$ cat src/rtl/innings_controller.sv
// ============================================================================
// Module   : innings_controller
// Brief    : Match-flow FSM. Counts legal balls and overs, ends innings, and
//            decides the winner from the scorer's packed team score words.
//            Optional last-over flag output: define LAST_OVER_FLAG_EN.
// Revision : 1.0 - initial release
// ============================================================================
`default_nettype none

module innings_controller #(
    parameter int OVERS_PER_INNINGS = 2,
    parameter int BALLS_PER_OVER    = 6,
    parameter int MAX_WICKETS       = 10
) (
    input  logic        clk_fpga,
    input  logic        reset,
    input  logic        delivery,
    input  logic [3:0]  lfsr_out,
    input  logic [11:0] team1Data,
    input  logic [11:0] team2Data,
    output logic        teamSwitch,
    output logic        gameOver,
    output logic [1:0]  winner,
    output logic [3:0]  overs,
`ifdef LAST_OVER_FLAG_EN
    output logic [2:0]  balls,
    output logic        last_over
`else
    output logic [2:0]  balls
`endif
);

    localparam logic [2:0] INN1 = 3'd0;
    localparam logic [2:0] CHK1 = 3'd1;
    localparam logic [2:0] INN2 = 3'd2;
    localparam logic [2:0] CHK2 = 3'd3;
    localparam logic [2:0] DONE = 3'd4;

    localparam logic [2:0] LAST_BALL     = 3'(BALLS_PER_OVER - 1);
    localparam logic [3:0] OVERS_END     = 4'(OVERS_PER_INNINGS);
    localparam logic [3:0] LAST_OVER_IDX = 4'(OVERS_PER_INNINGS - 1);
    localparam logic [3:0] WKT_LIMIT     = 4'(MAX_WICKETS);

    localparam logic [1:0] WIN_NONE = 2'b00;
    localparam logic [1:0] WIN_T1   = 2'b01;
    localparam logic [1:0] WIN_T2   = 2'b10;
    localparam logic [1:0] WIN_TIE  = 2'b11;

    logic [2:0] state;
    logic [2:0] state_nxt;
    logic [3:0] overs_nxt;
    logic [2:0] balls_nxt;
    logic       switch_nxt;
    logic       over_nxt;
    logic [1:0] winner_nxt;

    logic       legal_ball;
    logic [7:0] t1_runs;
    logic [7:0] t2_runs;
    logic [3:0] t1_wkts;
    logic [3:0] t2_wkts;

    // Codes 13 and 14 are wides/no-balls: they trigger a check but do not count.
    assign legal_ball = delivery && (lfsr_out != 4'd13) && (lfsr_out != 4'd14);
    assign t1_runs    = team1Data[11:4];
    assign t2_runs    = team2Data[11:4];
    assign t1_wkts    = team1Data[3:0];
    assign t2_wkts    = team2Data[3:0];

    always_comb begin
        state_nxt  = state;
        overs_nxt  = overs;
        balls_nxt  = balls;
        switch_nxt = teamSwitch;
        over_nxt   = gameOver;
        winner_nxt = winner;
        case (state)
            INN1, INN2: begin
                if (delivery) begin
                    if (legal_ball) begin
                        if (balls == LAST_BALL) begin
                            balls_nxt = 3'd0;
                            overs_nxt = overs + 4'd1;
                        end else begin
                            balls_nxt = balls + 3'd1;
                        end
                    end
                    // Scorer data only reflects this delivery one edge later.
                    state_nxt = (state == INN1) ? CHK1 : CHK2;
                end
            end
            CHK1: begin
                if ((t1_wkts >= WKT_LIMIT) || (overs == OVERS_END)) begin
                    state_nxt  = INN2;
                    switch_nxt = 1'b1;
                    overs_nxt  = 4'd0;
                    balls_nxt  = 3'd0;
                end else begin
                    state_nxt  = INN1;
                end
            end
            CHK2: begin
                if (t2_runs > t1_runs) begin
                    state_nxt  = DONE;
                    over_nxt   = 1'b1;
                    winner_nxt = WIN_T2;
                end else if ((t2_wkts >= WKT_LIMIT) || (overs == OVERS_END)) begin
                    state_nxt  = DONE;
                    over_nxt   = 1'b1;
                    winner_nxt = (t1_runs > t2_runs) ? WIN_T1 : WIN_TIE;
                end else begin
                    state_nxt  = INN2;
                end
            end
            DONE: begin
                over_nxt = 1'b1;
            end
            default: begin
                state_nxt = INN1;
            end
        endcase
    end

    always_ff @(posedge clk_fpga) begin
        if (reset) begin
            state      <= INN1;
            teamSwitch <= 1'b0;
            gameOver   <= 1'b0;
            winner     <= WIN_NONE;
            overs      <= 4'd0;
            balls      <= 3'd0;
        end else begin
            state      <= state_nxt;
            teamSwitch <= switch_nxt;
            gameOver   <= over_nxt;
            winner     <= winner_nxt;
            overs      <= overs_nxt;
            balls      <= balls_nxt;
        end
    end

`ifdef LAST_OVER_FLAG_EN
    always_ff @(posedge clk_fpga) begin
        if (reset) begin
            last_over <= 1'b0;
        end else begin
            last_over <= (state_nxt != DONE) && (overs_nxt == LAST_OVER_IDX);
        end
    end
`endif

endmodule

`default_nettype wire

$ cat config.mk
export PLATFORM = sky130hd
export DESIGN_NAME = innings_controller
export DESIGN_NICKNAME = d
export VERILOG_FILES = /design/src/rtl/innings_controller.sv
export SDC_FILE = /design/constraint.sdc
export NUM_CORES = 1
export LEC_CHECK = 0
export ABC_AREA = 1
export ABC_CLOCK_PERIOD_IN_PS = 3300
export CAP_MARGIN = 30
export CORE_AREA = 4 4 68 70
export CTS_BUF_LIST = sky130_fd_sc_hd__clkbuf_8
export DETAILED_ROUTE_END_ITERATION = 16
export DIE_AREA = 0 0 72 74
export HOLD_SLACK_MARGIN = 0.03
export RECOVER_POWER = 25
export SLEW_MARGIN = 15
export SYNTH_ARGS = -nofsm -noshare
export SYNTH_HDL_FRONTEND = slang
export SYNTH_SLANG_ARGS = --single-unit
$ cat constraint.sdc
create_clock -name clk_fpga -period 3.3 [get_ports clk_fpga]
set_input_delay 0.33 -clock clk_fpga [delete_from_list [all_inputs] [get_ports clk_fpga]]
set_output_delay 0.33 -clock clk_fpga [all_outputs]
set_load 0.05 [all_outputs]
## After elaboration in Yosys (flattened, before gate mapping)

Cells that the tools add are included.

| cells by class | value |
|---|---|
| add/subtract/negate cells | 2 |
| order comparisons | 4 |
| equality and inequality tests | 13 |
| multiplexer cells | 22 |
| bitwise gates (word level) | 1 |
| reduce and logical (&&, ||, !) cells | 15 |

Operators with widths:

| operator | count |
|---|---|
| $mux 3 | 7 |
| $gt 8x8->1 | 2 |
| $mux 4 | 4 |
| $pmux 3 s4 | 1 |
| $mux 2 | 5 |
| $ge 4x4->1 const B | 2 |
| $ne 2x2->1 const B | 4 |
| $ne 4x4->1 const B | 2 |
| $pmux 4 s2 | 1 |
| $reduce_and 2->1 | 4 |
| $eq 3x2->1 const B | 2 |
| $eq 3x3->1 const B | 2 |
| $pmux 3 s2 | 1 |
| $reduce_bool 2->1 | 3 |
| $reduce_and 5->1 | 1 |
| $add 4x1->4 const B | 1 |
| $eq 4x2->1 const B | 1 |
| $reduce_and 4->1 | 1 |
| $add 3x1->3 const B | 1 |
| $eq 3x1->1 const B | 1 |
| $logic_not 3->1 | 1 |
| $ne 3x3->1 const B | 1 |
| $logic_and 1x1->1 | 2 |
| $logic_or 1x1->1 | 2 |
| other kinds (4) | 5 |

| storage, ports and cells | value |
|---|---|
| register bits after elaboration | 14 |
| bits of input ports | 31 |
| output and inout bits | 11 |

## Logic depth before layout (Yosys ltp)

| logic depth | value |
|---|---|
| depth in word-level cells | 6 |
| depth in mapped cells | 14 |
| mapped depth without buffers | 14 |

## Least setup slack after synthesis

OpenSTA, ideal clock, no wires.

| timing path | value |
|---|---|
| path kind | register to register |
| start | register overs[0] |
| end | register overs[1] |
| data arrival time | 1.609 ns |
| required time | 3.183 ns |
| setup slack | 1.574 ns |
| cell stages (with the launch flop) | 11 |
| path buffers | 0 |
| path through | dfxtp_1 -> inv_1 -> ha_1 -> nand3_1 -> nand2_1 -> nand2_2 -> nand2_4 -> nand3_4 -> inv_2 -> o21ai_0 -> nor2_1 |

| between the ends | value |
|---|---|
| longest elaborated chain between the ends | 5 |

RTL lines:

| item | line | text |
|---|---|---|
| from (decl) | 24 | `output logic [3:0] overs,` |
| from (signal assigned) | 137 | `overs <= overs_nxt;` |
| $add 4x1->4 | 83 | `overs_nxt = overs + 4'd1;` |
| $mux 4 | 81 | `if (balls == LAST_BALL) begin` |
| $mux 4 | 80 | `if (legal_ball) begin` |
| $mux 4 | 79 | `if (delivery) begin` |
| $pmux 4 s2 | 77 | `case (state)` |

Parallel ways exist; a longest one is shown, timed or not. The select of a mux whose other input is x is not followed.
A chain may end at the register's enable or synchronous reset.

## Worst setup path in the final report

| timing path | value |
|---|---|
| start | register overs[2] |
| end | output port overs[2] |

No word-level cell between the ends.

==> impl_metrics.xml <==
<?xml version="1.0" encoding="UTF-8"?>
<metrics>
  <group name="setup_path">
    <metric name="timing.critical_path.arrival" unit="ns">1.49</metric>
    <metric name="slowest_stage" unit="">sky130_fd_sc_hd__clkdlybuf4s50_1</metric>
    <metric name="rr_endpoint" unit="">overs[1]</metric>
    <metric name="timing.critical_path.cells" unit="">clkdlybuf4s50_1</metric>
    <metric name="cpLargestDelayFamily" unit="">buffers and inverters</metric>
    <metric name="critPathMaxStageDelay" unit="ns">0.84</metric>
    <metric name="cp_max_fo" unit="">5</metric>
    <metric name="timing.critical_path.from_type" unit="">register</metric>
    <metric name="timing.reg2reg.setup_slack" unit="ns">1.57</metric>
    <metric name="worst_reg_to_reg_cells" unit="">10</metric>
    <metric name="worstPathRequired" unit="ns">2.97</metric>
    <metric name="critPathBufInv" unit="">1</metric>
    <metric name="reg2reg_from" unit="">overs[0]</metric>
    <metric name="timing.critical_path.to_type" unit="">output pin</metric>
    <metric name="timing.setup.critical_path_class" unit="">reg2out</metric>
  </group>
  <group name="timing">
    <metric name="setup_violations" unit="">0</metric>
    <metric name="worst_max_slew_pin_slew" unit="ns">0.506</metric>
    <metric name="crit_path_time_final" unit="ns">1.82</metric>
    <metric name="unrepaired_setup_endpoints_after_global_routing" unit="">false</metric>
    <metric name="timing.max_slew.rel_slack" unit="%">66.2</metric>
    <metric name="drv_slew" unit="">0</metric>
    <metric name="timing.final.hold_violations" unit="">0</metric>
    <metric name="skew" unit="ns">0.00273</metric>
    <metric name="fmax" unit="MHz">550</metric>
    <metric name="fin_setup_tns" unit="ns">0</metric>
    <metric name="finalCritPeriodShare" unit="%">55.1</metric>
  </group>
  <group name="pwr">
    <metric name="max-vdd-ir-drop" unit="V">0.000310</metric>
    <metric name="power.density" unit="mW/mm^2">325</metric>
    <metric name="static-leakage-power" unit="nW">0.659</metric>
    <metric name="design_power_total" unit="mW">0.470</metric>
  </group>
  <group name="global_route">
    <metric name="grt_antenna_before_repair" unit="">0</metric>
    <metric name="grt_start_max_net_pins" unit="">9</metric>
    <metric name="grt_overflow_total" unit="">0</metric>
    <metric name="track_usage" unit="%">8.44</metric>
    <metric name="grt_first_pass_wirelength" unit="um">3650</metric>
    <metric name="grt_pass1_vias" unit="">915</metric>
  </group>
  <group name="detailed_routing">
    <metric name="initialDrtViolationCount" unit="">12</metric>
    <metric name="via_count" unit="">929</metric>
    <metric name="final_antenna_net_count" unit="">0</metric>
    <metric name="detailed_route_drc_error_count" unit="">0</metric>
    <metric name="dr.pass1.iters" unit="">2</metric>
    <metric name="wire_per_inst" unit="um">8.87</metric>
    <metric name="post_drt_via_cell_ratio" unit="">3.97</metric>
    <metric name="wl" unit="um">2080</metric>
  </group>
  <group name="worst_hold_path">
    <metric name="hp-class" unit="">reg2reg</metric>
    <metric name="hold_path.startpoint" unit="">teamSwitch</metric>
    <metric name="holdPathStages" unit="">2</metric>
    <metric name="hold_end" unit="">teamSwitch</metric>
  </group>
  <group name="die">
    <metric name="start_util" unit="%">24.4</metric>
    <metric name="io_pins" unit="">42</metric>
    <metric name="fp.coreArea" unit="mm^2">0.00397</metric>
    <metric name="floorplan.die.width" unit="um">72</metric>
    <metric name="rows" unit="">23</metric>
    <metric name="chipHeight" unit="um">74</metric>
    <metric name="fp.dieArea" unit="mm^2">0.00533</metric>
  </group>
  <group name="logic_synthesis">
    <metric name="synth.yosys.warnings" unit="">0</metric>
    <metric name="syn_area" unit="um^2">971</metric>
    <metric name="synth_area_leaders" unit="">sky130_fd_sc_hd__dfxtp_1, sky130_fd_sc_hd__nand2_1, sky130_fd_sc_hd__ha_1, sky130_fd_sc_hd__inv_1, sky130_fd_sc_hd__nor2_1</metric>
    <metric name="mappedNetlistNets" unit="">183</metric>
    <metric name="netlist_instances" unit="">142</metric>
    <metric name="seq_area_frac_synth" unit="%">28.9</metric>
    <metric name="netlist.top_cell.by_area" unit="">sky130_fd_sc_hd__dfxtp_1</metric>
    <metric name="synth_top_area_share" unit="%">28.9</metric>
    <metric name="syn_avg_cell_area" unit="um^2">6.84</metric>
    <metric name="synthDistinctLibCells" unit="">25</metric>
    <metric name="synth-seq-cells" unit="">14</metric>
  </group>
  <group name="clock_network">
    <metric name="clk_transition_reported_paths" unit="ns">0.06</metric>
    <metric name="cts_num_sinks" unit="">14</metric>
    <metric name="number_of_buffers_on_the_longest_clock_path" unit="">2</metric>
    <metric name="clock_tree.root_cell" unit="">sky130_fd_sc_hd__clkbuf_8</metric>
    <metric name="clk_latency" unit="ns">0.24</metric>
    <metric name="cts_tree" unit="">built</metric>
    <metric name="cts-buffers-inserted" unit="">3</metric>
    <metric name="cts_max_level" unit="">1</metric>
    <metric name="cts.repair_timing.setup_buffer_count" unit="">0</metric>
    <metric name="ctsResizeCount" unit="">0</metric>
    <metric name="ctsHoldBuffers" unit="">0</metric>
  </group>
  <group name="layout">
    <metric name="areaGrowthSynthToFinish" unit="%">48.8</metric>
    <metric name="antenna-diode-count" unit="">0</metric>
    <metric name="share_of_cells_above_drive_strength_1" unit="%">8.15</metric>
    <metric name="final_common_cell" unit="">sky130_fd_sc_hd__clkdlybuf4s50_1</metric>
    <metric name="layout.cells.most_common_list" unit="">sky130_fd_sc_hd__clkdlybuf4s50_1, sky130_fd_sc_hd__nand2_1, sky130_fd_sc_hd__inv_1</metric>
    <metric name="final_net_count" unit="">226</metric>
  </group>
  <group name="place">
    <metric name="placement.io_buffers" unit="">39</metric>
    <metric name="detailed_place_hpwl" unit="um">1770</metric>
    <metric name="gp_congestion" unit="">0.749</metric>
  </group>
  <group name="flow_run">
    <metric name="max_cap_violations" unit="">0</metric>
  </group>
  <group name="status">
    <metric name="status" unit="">complete, no violations</metric>
  </group>
</metrics>
-- registers in the layout (all words and copies together), names as in the netlist --
register,count
overs,4
teamSwitch,1
balls,3
gameOver,1
state,3
winner,2
-- per-stage QoR --
| stage | hold slack (ns) | worst slack (ns) | area, um^2 | instances | util [%] |
|---|---|---|---|---|---|
| after floorplan | 0.466 | 1.57 | 971 | 142 | - |
| after global placement | 0.448 | 1.34 | 1420 | 230 | 35.8 |
| after detailed placement | 0.454 | 1.34 | 1420 | 230 | 35.8 |
| after CTS | 0.463 | 1.46 | 1480 | 234 | 37.1 |
| after global routing | 0.488 | 1.32 | 1450 | 234 | 36.4 |
| final | 0.459 | 1.48 | 1450 | 234 | 36.4 |
-- where the power goes --
group	switching, mW	leakage (nW)	internal (mW)
registers	0.00716	0.114	0.176
clock network	0.0575	0.0288	0.106
logic	0.0626	0.517	0.0607
-- synthesized netlist by cell type --
cell and number:
sky130_fd_sc_hd__inv_1 30, sky130_fd_sc_hd__or2_2 2, sky130_fd_sc_hd__dfxtp_1 14, sky130_fd_sc_hd__clkbuf_1 1
sky130_fd_sc_hd__nor2_4 1, sky130_fd_sc_hd__nor2_1 12, sky130_fd_sc_hd__ha_1 10, sky130_fd_sc_hd__nand3_1 8
sky130_fd_sc_hd__a21o_1 1, sky130_fd_sc_hd__nor2_2 1, sky130_fd_sc_hd__o21ai_0 3, sky130_fd_sc_hd__inv_2 2
sky130_fd_sc_hd__nor3_1 3, sky130_fd_sc_hd__a21boi_2 1, sky130_fd_sc_hd__nor4_1 1, sky130_fd_sc_hd__nand2_4 2
sky130_fd_sc_hd__nor3_4 1, sky130_fd_sc_hd__a21oi_1 8, sky130_fd_sc_hd__nand2_2 1, sky130_fd_sc_hd__nand2_1 34
sky130_fd_sc_hd__o21ai_2 1, sky130_fd_sc_hd__nand3_4 1, sky130_fd_sc_hd__a21oi_2 2, sky130_fd_sc_hd__xnor2_1 1
sky130_fd_sc_hd__a31oi_1 1
-- how the worst max path moves through the flow --
stage / from / to / slack [ns] / cells past startpoint
final: overs[2] / overs[2] / 1.48 / 1
after global routing: overs[0] / overs[1] / 1.32 / 10
after CTS: overs[2] / overs[2] / 1.46 / 1
after detailed placement: team2Data[11] / winner[1] / 1.34 / 10
after global placement: team2Data[9] / winner[1] / 1.34 / 11
after floorplan: overs[0] / overs[1] / 1.57 / 10
-- cell type report --
| type | count | area [um^2] |
|---|---|---|
| Tap cell | 50 | 62.6 |
| Sequential cell | 14 | 280 |
| Multi-Input combinational cell | 95 | 537 |
| Clock buffer | 4 | 55.1 |
| Timing Repair Buffer | 39 | 390 |
| Fill cell | 430 | 2530 |
| Inverter | 32 | 120 |
-- per-layer routing --
layer | vias to the layer above | track usage (%) | share of wire (%)
li1 | 521 | - | -
met1 | 379 | 9.90 | 47
met2 | 27 | 14.3 | 43
met3 | 2 | 3.78 | 8.9
met4 | 0 | 1.88 | 0.34
met5 | - | 0 | 0
-- kinds of logic (layout without fill, tap and decap cells) --
kind of cell             count (synthesis)  in the layout  share of synthesized area (%)
AO/OA/AOI/OAI                           17             17                           11.0
XOR/XNOR                                 1              1                          0.902
adder cells (fa/ha/maj)                 10             10                           12.9
buffers and inverters                   33             75                           12.8
flip-flops                              14             14                           28.9
AND/OR/NAND/NOR                         67             67                           33.6
Power figures use the tool's default switching activity.
==> RTL edit 1 (config.mk and constraints unchanged) <==
Add a define of `LAST_OVER_FLAG_EN`.
--- a/src/rtl/innings_controller.sv
+++ b/src/rtl/innings_controller.sv
@@ -6,6 +6,8 @@
 // Revision : 1.0 - initial release
 // ============================================================================
 `default_nettype none
+
+`define LAST_OVER_FLAG_EN
 
 module innings_controller #(
     parameter int OVERS_PER_INNINGS = 2,
Check against the original RTL (old outputs only; new: last_over): equivalent (equiv_simple and equiv_induct, registers matched by name and starting in step).
==> RTL edit 1 against the original RTL <==
  * Wire length increased by 15%
  * Final area increased by 4.5%
  * Clock power decreased by 9.8%
  * Non-clock buffer count increased by 1
  * Total power increased by 1.2%
  * Sequential cell count increased by 1
  * Synthesized area increased by 4.1%
  * Setup slack got worse by 0.034 ns
==> RTL edit 1: results (changes against the original RTL) <==
[power]
peakVddDrop_uv=107.3  ; was 309.8 uV
cellLeakagePower_uw=0.0006981  ; was 0.0006592 uW

[route]
wire_per_inst_um=9.855  ; was 8.872 um
num_vias=1023  ; was 929
vias_per_cell=4.227  ; was 3.970
first_iter_violations=16  ; was 12
drt_pass1_iterations=4  ; was 2

[logic_synthesis]
synth_cell_types=26  ; was 25
synth_seq_area_share=0.2970  ; was 0.2887
synthesis.nets=190  ; was 183
ys_top_cells_by_count=32 x nand2_1, 26 x inv_1, 21 x nor2_1  ; was 34 x nand2_1, 30 x inv_1, 14 x dfxtp_1
synth_cells=149  ; was 142

[grt]
grt_pass1_wl_mm=3.864  ; was 3.650 mm
grt_pass1_vias=948  ; was 915
grt_max_degree=13  ; was 9
grt_usage=0.09215  ; was 0.08444

[critical_path]
rr_startpoint=overs[0]$_SDFF_PP0_  ; was overs[0]$_SDFFE_PP0P_
worstRegToRegCells=8  ; was 10
r2r_setup_slack_ns=1.76  ; was 1.57 ns
rr_endpoint=last_over$_SDFF_PP0_  ; was overs[1]$_SDFFE_PP0P_

[worst_hold_path]
whs_endpoint=gameOver$_SDFFE_PP0P_  ; was teamSwitch$_SDFFE_PP0N_
min_from=gameOver$_SDFFE_PP0P_  ; was teamSwitch$_SDFFE_PP0N_

[place]
gp_congestion=0.7472  ; was 0.7485
io_buffers=40  ; was 39
dpl.cell_count=238  ; was 230

[finish]
layout-drive-gt1-share=0.07292  ; was 0.08152
nNetsFinal=234  ; was 226

[timing]
clock_skew_ns=0.003536  ; was 0.002735 ns

[status]
status=finished clean  ; unchanged

[RTL edit 1: cells by family after synthesis]
logic type,synth area share
fa+ha+maj,0.1238
flops,0.2970
simple gates,0.3701
xor+xnor,0.008665
compound gates,0.08910
buf+inv,0.1114
[RTL edit 1: layout make-up]
class | instances | area, um2
Multi-Input combinational cell | 104 | 593.1
Clock inverter | 1 | 3.754
Clock buffer | 3 | 41.29
Fill cell | 432 | 2461
Sequential cell | 15 | 300.3
Tap cell | 50 | 62.56
Inverter | 29 | 108.9
Timing Repair Buffer | 40 | 400.4
[RTL edit 1: where the power goes]
group          switching [uW]  total [uW]  internal [uW]
clock network            64.9         147           82.5
registers                9.10         199            189
logic                    66.9         129           62.4
total                     141         475            334
[RTL edit 1: how the worst max path moves through the flow]
stage          cells past startpoint                    to  slack [ns]             startpoint
2_1_floorplan                      8  last_over$_SDFF_PP0_        1.56    overs[0]$_SDFF_PP0_
3_3_place_gp                      11  last_over$_SDFF_PP0_        1.33          team2Data[11]
4_1_cts                            1              balls[0]        1.43  balls[0]$_SDFFE_PP0P_
3_5_place_dp                      11  last_over$_SDFF_PP0_        1.31          team2Data[11]
6_report                           1              balls[0]        1.45  balls[0]$_SDFFE_PP0P_
5_1_grt                            1              balls[0]        1.39  balls[0]$_SDFFE_PP0P_
[RTL edit 1: routing by layer]
metal	vias to the layer above	GRT usage	routed length [um]
met3	5	0.02027	169
met2	32	0.1653	1082
met5	-	0	0
li1	550	-	-
met4	0	0.05010	53
met1	436	0.1016	1079
[RTL edit 1: stage by stage]
stage               setup slack (ns)  power (uW)  instance area [um2]  hold slack, ns    util
floorplan                      1.556       277.3                 1011          0.5192       -
global placement               1.332       332.3                 1470          0.4466  0.3702
detailed placement             1.309       333.9                 1470          0.4527  0.3702
CTS                            1.432       483.4                 1515          0.4660  0.3815
global route                   1.392       500.3                 1510          0.4902  0.3803
finish                         1.446       475.3                 1510          0.4625  0.3803
==> RTL edit 2 (same flow settings) <==
Without the edit above. Register the output `winner` once more, with the module's reset; this adds one clock of latency there. The other outputs are not delayed to match.
--- a/src/rtl/innings_controller.sv
+++ b/src/rtl/innings_controller.sv
@@ -46,6 +46,8 @@
     localparam logic [1:0] WIN_T2   = 2'b10;
     localparam logic [1:0] WIN_TIE  = 2'b11;
 
+    logic [1:0] winner_s0;
+
     logic [2:0] state;
     logic [2:0] state_nxt;
     logic [3:0] overs_nxt;
@@ -73,7 +75,7 @@
         balls_nxt  = balls;
         switch_nxt = teamSwitch;
         over_nxt   = gameOver;
-        winner_nxt = winner;
+        winner_nxt = winner_s0;
         case (state)
             INN1, INN2: begin
                 if (delivery) begin
@@ -126,14 +128,14 @@
             state      <= INN1;
             teamSwitch <= 1'b0;
             gameOver   <= 1'b0;
-            winner     <= WIN_NONE;
+            winner_s0  <= WIN_NONE;
             overs      <= 4'd0;
             balls      <= 3'd0;
         end else begin
             state      <= state_nxt;
             teamSwitch <= switch_nxt;
             gameOver   <= over_nxt;
-            winner     <= winner_nxt;
+            winner_s0  <= winner_nxt;
             overs      <= overs_nxt;
             balls      <= balls_nxt;
         end
@@ -149,6 +151,14 @@
     end
 `endif
 
+    always_ff @(posedge clk_fpga) begin
+        if (reset) begin
+            winner <= '0;
+        end else begin
+            winner <= winner_s0;
+        end
+    end
+
 endmodule
 
 `default_nettype wire
Formal check against the unedited RTL: not equivalent (Yosys sat finds a counterexample within 10 cycles, from zero or initial values and one cycle with reset high).
==> RTL edit 2 against the original RTL <==
  * Total power rose by 14%
  * Sequential cell count up 2
  * Utilization grew 1.5 points
  * Setup slack got worse by 0.013 ns
  * Final cell count grew 3.0%
  * Wire length is 9.3% higher
  * Synthesized area grew 4.6%
  * Clock skew fell by 0.00065 ns
  * Final area up 4.2%
  * Critical endpoint is now overs[0]
  * Largest power group unchanged
==> RTL edit 2: results (changes against the original RTL) <==
[place]
gp_congestion=0.7652  ; was 0.7485
dp_slack_ns=1.332  ; was 1.336 ns
dpl.hpwl_mm=1.898  ; was 1.770 mm
postPlaceCellArea_um2=1465  ; was 1420 um2

[clock_network]
clk_latency_ns=0.25
clockBufferDepth=2  ; unchanged
clk_pin_slew_ns=0.07

[finish]
fillCellCount=458  ; was 430
layout-drive-gt1-share=0.06806  ; was 0.08152
nNetsFinal=233  ; was 226

[critical_path]
r2r_setup_slack_ns=1.72  ; was 1.57 ns

[logic_synthesis]
async_reset_ff_frac=0  ; unchanged
synthesis.nets=190  ; was 183
synth_cell_types=24  ; was 25
synth_area_leaders=dfxtp_1 32%, nand2_1 13%, ha_1 12%, inv_1 10%, nor2_1 6.7%  ; was dfxtp_1 29%, nand2_1 13%, ha_1 13%, inv_1 12%, nor2_1 4.6%
synth_seq_area_share=0.3153  ; was 0.2887
ys_top_cells_by_count=34 x nand2_1, 28 x inv_1, 18 x nor2_1  ; was 34 x nand2_1, 30 x inv_1, 14 x dfxtp_1

[route]
routed_wl_mm=2.269  ; was 2.076 mm
num_vias=1013  ; was 929
first_iter_violations=26  ; was 12
drt_pass1_iterations=4  ; was 2

[timing]
setup_ws_ns=1.468  ; was 1.481 ns
clock_skew_ns=0.002084  ; was 0.002735 ns
worst_pin_slew_ns=0.5146  ; was 0.5059 ns

[status]
status=finished clean  ; unchanged

[power]
peakVddDrop_uv=129.3  ; was 309.8 uV
cellLeakagePower_uw=0.0006857  ; was 0.0006592 uW

[grt]
grt_usage=0.08864  ; was 0.08444
grt_pass1_wl_mm=3.788  ; was 3.650 mm
grt_max_degree=15  ; was 9

## RTL edit 2: cell count changes in the layout (fill, tap and decap cells not counted), moves of 2 or more
cell and delta:
a21oi_1 +4, a21oi_2 -2, dfxtp_1 +2, inv_1 -2, nand3_1 -3, nor2_1 +5
## RTL edit 2: kinds of logic (layout without fill, tap and decap cells)
| kind of cell | Yosys count | after routing | share of synthesized area |
|---|---|---|---|
| adders and majority gates | 10 | 10 | 0.1232 |
| xor gates and xnor gates | 2 | 2 | 0.01724 |
| DFF | 16 | 16 | 0.3153 |
| and+or+nand+nor | 69 | 69 | 0.3140 |
| buffers and inverters | 32 | 74 | 0.1182 |
| AOI/OAI and AO/OA | 20 | 20 | 0.1121 |
## RTL edit 2: worst paths after layout
kind,startpoint,end,cells after the start
max,overs[0]$_SDFFE_PP0P_,overs[0],1
min,winner_s0[0]$_SDFFE_PP0P_,winner[0]$_SDFF_PP0_,2
max reg2reg,overs[0]$_SDFFE_PP0P_,winner_s0[1]$_SDFFE_PP0P_,9
min reg2reg,winner_s0[0]$_SDFFE_PP0P_,winner[0]$_SDFF_PP0_,2
## RTL edit 2: per-layer routing
layer	GRT usage	up-vias	routed length [um]
li1	-	551	-
met4	0.04384	0	40
met1	0.09967	445	974
met3	0.01486	4	92
met2	0.1622	13	1161
met5	0	-	0
## RTL edit 2: layout make-up
| type | instances | area, um2 | share of cell area |
|---|---|---|---|
| inverter | 31 | 116.4 | 0.07724 |
| multi-input combinational | 101 | 561.8 | 0.3729 |
| timing repair buffer | 39 | 390.4 | 0.2591 |
| tap | 50 | 62.56 | 0.04153 |
| sequential | 16 | 320.3 | 0.2126 |
| clock buffer | 4 | 55.05 | 0.03654 |
## RTL edit 2: power by group
group | switching (uW) | leakage, uW | internal (uW)
Clock | 70.8 | 0.0000288 | 106
Combinational | 77.4 | 0.000527 | 67.9
Sequential | 10.2 | 0.000130 | 202
Total | 158 | 0.000686 | 376
## RTL edit 2: through the flow
step	total power, uW	util	cells	hold WS, ns
3_5_place_dp	367.4	0.3689	237	0.4157
2_1_floorplan	306.7	-	149	0.3997
3_3_place_gp	366.4	0.3689	237	0.4105
5_1_grt	568.2	0.3793	241	0.4402
4_1_cts	544.5	0.3828	241	0.4274
6_report	534.5	0.3793	241	0.4245
